`src/rtl/aes_sbox_rom_arbiter.sv`:
```
// Arbitrates two 32-bit S-box word requesters onto one external 256x8 ROM, four byte lookups per word.
// Define SBOX_ARB_FIXED_PRIO_EN for fixed priority to requester 0 instead of round-robin.
module aes_sbox_rom_arbiter #(
    parameter int ROM_WAIT = 0
) (
    input  logic        i_clk,
    input  logic        i_rst_n,
    input  logic        i_req0,
    input  logic [31:0] i_word0,
    output logic        o_ack0,
    input  logic        i_req1,
    input  logic [31:0] i_word1,
    output logic        o_ack1,
    output logic [31:0] o_rdata,
    output logic        o_busy,
    output logic [7:0]  o_rom_addr,
    input  logic [7:0]  i_rom_data,
    output logic        o_rom_ce_n,
    output logic        o_rom_oe_n
);
    typedef enum logic [1:0] {
        S_IDLE = 2'd0,
        S_LOOK = 2'd1,
        S_DONE = 2'd2
    } state_t;

    localparam logic [2:0] WAIT_INIT = ROM_WAIT[2:0];

    state_t      r_state;
    state_t      w_state_nxt;
    logic        w_gnt_vld;
    logic        w_gnt;
    logic        r_gnt;
    logic        r_last_grant;
    logic [23:0] r_rest;
    logic [1:0]  r_byte_idx;
    logic [2:0]  r_wcnt;
    logic [31:0] r_rdata;
    logic [7:0]  r_rom_addr;
    logic        r_ce_n;
    logic        r_ack0;
    logic        r_ack1;

    always_comb begin
        w_state_nxt = r_state;
        w_gnt_vld   = 1'b0;
        w_gnt       = 1'b0;
        case (r_state)
            S_IDLE: begin
                if (i_req0 || i_req1) begin
                    w_gnt_vld = 1'b1;
                    if (i_req0 && i_req1) begin
`ifdef SBOX_ARB_FIXED_PRIO_EN
                        w_gnt = 1'b0;
`else
                        w_gnt = ~r_last_grant;
`endif
                    end else begin
                        w_gnt = i_req1;
                    end
                    w_state_nxt = S_LOOK;
                end
            end
            S_LOOK: begin
                if (r_wcnt == 3'd0 && r_byte_idx == 2'd3)
                    w_state_nxt = S_DONE;
            end
            S_DONE:  w_state_nxt = S_IDLE;
            default: w_state_nxt = S_IDLE;
        endcase
    end

    always_ff @(posedge i_clk) begin
        if (!i_rst_n) begin
            r_state      <= S_IDLE;
            r_gnt        <= 1'b0;
            r_last_grant <= 1'b1;
            r_rest       <= 24'h0;
            r_byte_idx   <= 2'd0;
            r_wcnt       <= 3'd0;
            r_rdata      <= 32'h0;
            r_rom_addr   <= 8'h00;
            r_ce_n       <= 1'b1;
            r_ack0       <= 1'b0;
            r_ack1       <= 1'b0;
        end else begin
            r_state <= w_state_nxt;
            r_ack0  <= 1'b0;
            r_ack1  <= 1'b0;
            case (r_state)
                S_IDLE: begin
                    if (w_gnt_vld) begin
                        r_gnt        <= w_gnt;
                        r_last_grant <= w_gnt;
                        r_rom_addr   <= w_gnt ? i_word1[31:24] : i_word0[31:24];
                        r_rest       <= w_gnt ? i_word1[23:0]  : i_word0[23:0];
                        r_ce_n       <= 1'b0;
                        r_byte_idx   <= 2'd0;
                        r_wcnt       <= WAIT_INIT;
                    end
                end
                S_LOOK: begin
                    if (r_wcnt != 3'd0) begin
                        r_wcnt <= r_wcnt - 3'd1;
                    end else begin
                        case (r_byte_idx)
                            2'd0:    r_rdata[31:24] <= i_rom_data;
                            2'd1:    r_rdata[23:16] <= i_rom_data;
                            2'd2:    r_rdata[15:8]  <= i_rom_data;
                            default: r_rdata[7:0]   <= i_rom_data;
                        endcase
                        // Remaining bytes sit MSB-aligned in r_rest, so the next address is always [23:16].
                        if (r_byte_idx != 2'd3) begin
                            r_rom_addr <= r_rest[23:16];
                            r_rest     <= {r_rest[15:0], 8'h00};
                            r_byte_idx <= r_byte_idx + 2'd1;
                            r_wcnt     <= WAIT_INIT;
                        end else begin
                            r_ce_n <= 1'b1;
                            r_ack0 <= ~r_gnt;
                            r_ack1 <= r_gnt;
                        end
                    end
                end
                default: ;
            endcase
        end
    end

    assign o_ack0     = r_ack0;
    assign o_ack1     = r_ack1;
    assign o_rdata    = r_rdata;
    assign o_busy     = (r_state != S_IDLE);
    assign o_rom_addr = r_rom_addr;
    assign o_rom_ce_n = r_ce_n;
    assign o_rom_oe_n = r_ce_n;
endmodule
```
`config.mk`:
```
export PLATFORM = sky130hd
export DESIGN_NAME = aes_sbox_rom_arbiter
export DESIGN_NICKNAME = d
export VERILOG_FILES = /design/src/rtl/aes_sbox_rom_arbiter.sv
export SDC_FILE = /design/constraint.sdc
export NUM_CORES = 1
export LEC_CHECK = 0
export ABC_AREA = 1
export BUFFER_PORTS_ARGS = -buffer_cell sky130_fd_sc_hd__buf_4
export CORE_MARGIN = 2
export CORE_UTILIZATION = 46
export CTS_CLUSTER_SIZE = 30
export DETAILED_ROUTE_END_ITERATION = 12
export PLACE_DENSITY = 0.73
export SLEW_MARGIN = 10
export SYNTH_ARGS = -nofsm -noshare
export SYNTH_HDL_FRONTEND = slang
export SYNTH_SLANG_ARGS = --single-unit
```
`constraint.sdc`:
```
create_clock -name i_clk -period 1.4 [get_ports i_clk]
set_clock_uncertainty 0.15 [all_clocks]
set_input_delay 0.07 -clock i_clk [delete_from_list [all_inputs] [get_ports i_clk]]
set_output_delay 0.07 -clock i_clk [all_outputs]
set_load 0.1 [all_outputs]
```
==> impl_metrics.json <==
{
  "first_pass_iters": 5,
  "slowest_stage": "dfxtp_4",
  "failed_checks": "hold timing, setup timing",
  "syn_avg_cell_area_um2": 6.912,
  "vias": 4552,
  "synth_top_cell_by_area": "dfxtp_1",
  "pwr-share-clk": 0.258,
  "cts.sinks": 76,
  "postLayoutCoreUtil": 0.7697,
  "setup_viol": 58,
  "die_w_um": 95.16,
  "drc_errors": 0,
  "n_antenna_cell": 0,
  "ys_seq_elements": 76,
  "grtUsageTotal": 0.2763,
  "finalHoldViolations": 2,
  "clock.fmax_mhz": 651.6,
  "p_leak_nw": 2.923,
  "grt_pass1_vias": 4188,
  "ant_nets": 0,
  "end_kind": "output pin",
  "crit_path_max_fanout": 6,
  "drtIter0Drc": 352,
  "cts_tree": "done",
  "highest-signal-layer": "met4",
  "wl_met1_mm": 5.608,
  "clockRootBuffer": "clkbuf_8",
  "critPathBufInv": 3,
  "grt_first_pass_wirelength_mm": 19.53,
  "syn-num-nets": 634,
  "num_io_pins": 121,
  "syn_area_um2": 3822,
  "power_frac_seq": 0.388,
  "grt_start_max_net_pins": 38,
  "path_cells": "nor2_8 -> buf_6 -> clkinvlp_4 -> buf_12",
  "ys_seq_area_frac": 0.3980,
  "vias_per_cell": 5.293,
  "grt_overflow_total": 0,
  "power.share.switching": 0.3807,
  "worstPathRequired_ps": 1180,
  "crit_path_max_incr_delay_ps": 390,
  "routed-wl-met3_um": 922,
  "antenna_found_initial": 0,
  "rows": 33,
  "gp_congestion": 0.8379,
  "yosys_warnings": 0,
  "netlist_instances": 553,
  "power.internal_w": 0.003833,
  "synth_top_area_share": 0.3980,
  "clock_path_buffers": 2,
  "drt-wirelength-per-cell_um": 15.88,
  "dieArea_um2": 9054,
  "hp-class": "in -> reg",
  "synth_area_leaders": "dfxtp_1 (40%), nand2_1 (17%), nand3_1 (7.9%), a21oi_1 (5.5%), inv_1 (5.5%)",
  "rsz0062_at_grt": "yes",
  "switchingPower_w": 0.002356,
  "p_per_area_nw_per_um2": 988.6,
  "status": "complete, but fails checks",
  "arrival_ps": 1310,
  "drt_wl_total_mm": 13.66,
  "cp_top_family": "flip-flops",
  "start_util": 0.4699,
  "htree_num_levels": 3,
  "fin_ws_ps": -134.8,
  "peakVddDrop_mv": 0.6577,
  "core-area_um2": 8134,
  "critPathKind": "reg -> out",
  "port_buffers": 120,
  "cts_buffers": 9,
  "fin_crit_sh": 1.096,
  "synth.distinct_cells": 24,
  "worst_pin_slew_ps": 385.0,
  "total_power_w": 0.006190,
  "drive_gt1_frac": 0.3841,
  "dieHeight_um": 95.16,
  "num-nets-final": 831,
  "p_comb_frac": 0.354,
  "clk_pin_slew_ps": 90,
  "dp_slack_ps": -177.1,
  "maxCapViolCount": 0,
  "route.met2.wl_mm": 6.618,
  "slew_viol_final": 0,
  "max_slew_margin": 0.7433,
  "worst_setup_path_start_kind": "flip-flop",
  "whs_ps": -18.56,
  "dp_hpwl_mm": 8.055,
  "clk-insertion-delay-late_ps": 350,
  "syn_to_final_growth_pct": 63.80,
  "min_period_ps": 1535
}
[worst register-to-register path: stages (launching register included)]
cell	delay (ps)
dfxtp_4	390
buf_6	130
a21oi_4	170
nand3_4	140
buf_12	190
nand2_1	70
nand2_1	70
a21oi_2	130
[routing by layer]
| metal | vias up | GRT usage |
|---|---|---|
| met5 | - | 0 |
| met2 | 231 | 0.4531 |
| met3 | 51 | 0.05929 |
| met4 | 0 | 0.1316 |
| met1 | 2090 | 0.3446 |
| li1 | 2180 | - |
[cells in the mapped netlist (all sizes together)]
library cell / number
nand2: 173
dfxtp: 76
nand3: 63
a21oi: 62
inv: 59
nand4: 33
nor2: 22
clkbuf: 19
buf: 18
o21ai: 13
or2: 8
ha: 5
nor3: 1
nor3b: 1
[timing repair]
item                                    CTS  global route
pin swaps                                 2             9
hold buffers                             54             0
resized for setup                        40            53
endpoints found under the setup margin   69            71
buffers inserted                          3             5
hold endpoints to repair                 63             0
cloned                                    1             3
[cells by family (layout without fill, tap and decap cells)]
family / after synthesis / after routing / share of synthesized area
AO/OA/AOI/OAI: 75 / 75 / 0.1178
adder cells (fa/ha/maj): 5 / 5 / 0.01637
flip-flops: 76 / 76 / 0.3980
AND/OR/NAND/NOR: 301 / 301 / 0.3584
buffers and inverters: 96 / 298 / 0.1093
[sequential cells by signal, indices dropped and copies added, names as in the netlist, 2 cells and up]
register,cells
o_rdata,32
o_rom_addr,8
r_byte_idx,2
r_rest,24
r_state,2
r_wcnt,3
[power groups by stage]
stage / Combinational (W) / Clock (W) / Sequential, W
final: 0.00219 / 0.00160 / 0.00240
after global routing: 0.00232 / 0.00171 / 0.00242
after CTS: 0.00199 / 0.00159 / 0.00239
after detailed placement: 0.00180 / 0 / 0.00243
after global placement: 0.00178 / 0 / 0.00243
after floorplan: 0.000795 / 0 / 0.00287
[cells in the final DEF, fill, tap and decap left out, types with 4 or more instances in the layout]
cell,n
nand2_1,157
nand2_4,6
nand3_1,53
nor2_1,21
a21oi_1,26
nand3_4,4
nand4_1,33
nand2_2,9
a21oi_2,35
dlygate4sd3_1,54
ha_4,4
dfxtp_2,13
o21ai_0,9
nand3_2,6
buf_12,11
buf_4,143
inv_4,4
inv_2,6
dfxtp_1,61
or2_2,8
clkbuf_8,9
inv_1,48
buf_6,12
[cell type report]
class                           count  area (µm²)
Multi-Input combinational cell    381        2143
Timing Repair Buffer              223        2024
Fill cell                         536        1873
Sequential cell                    76        1545
Inverter                           59       235.2
Tap cell                          105       131.4
Clock buffer                        9       123.9
Clock inverter                      7       57.56
[worst paths after layout]
path         slack (ps)         end  depth (start not counted)        from
min reg2reg         310      o_ack0                          1       r_gnt
max reg2reg        -120  r_rest[18]                          7  r_state[0]
max                -130      o_busy                          4  r_state[0]
min                 -20   r_wcnt[0]                          4      i_req0
[per-stage QoR]
stage	TNS [ps]	cell area [µm²]	cells	hold slack (ps)
after floorplan	-71.07	3887	553	84.40
after global placement	-3975	5104	780	228.1
after detailed placement	-6905	5104	780	239.8
after CTS	-1944	5959	853	6.532
after global routing	-6890	6261	860	-12.89
final	-3527	6261	860	-18.56
Power figures use the tool's default switching activity.
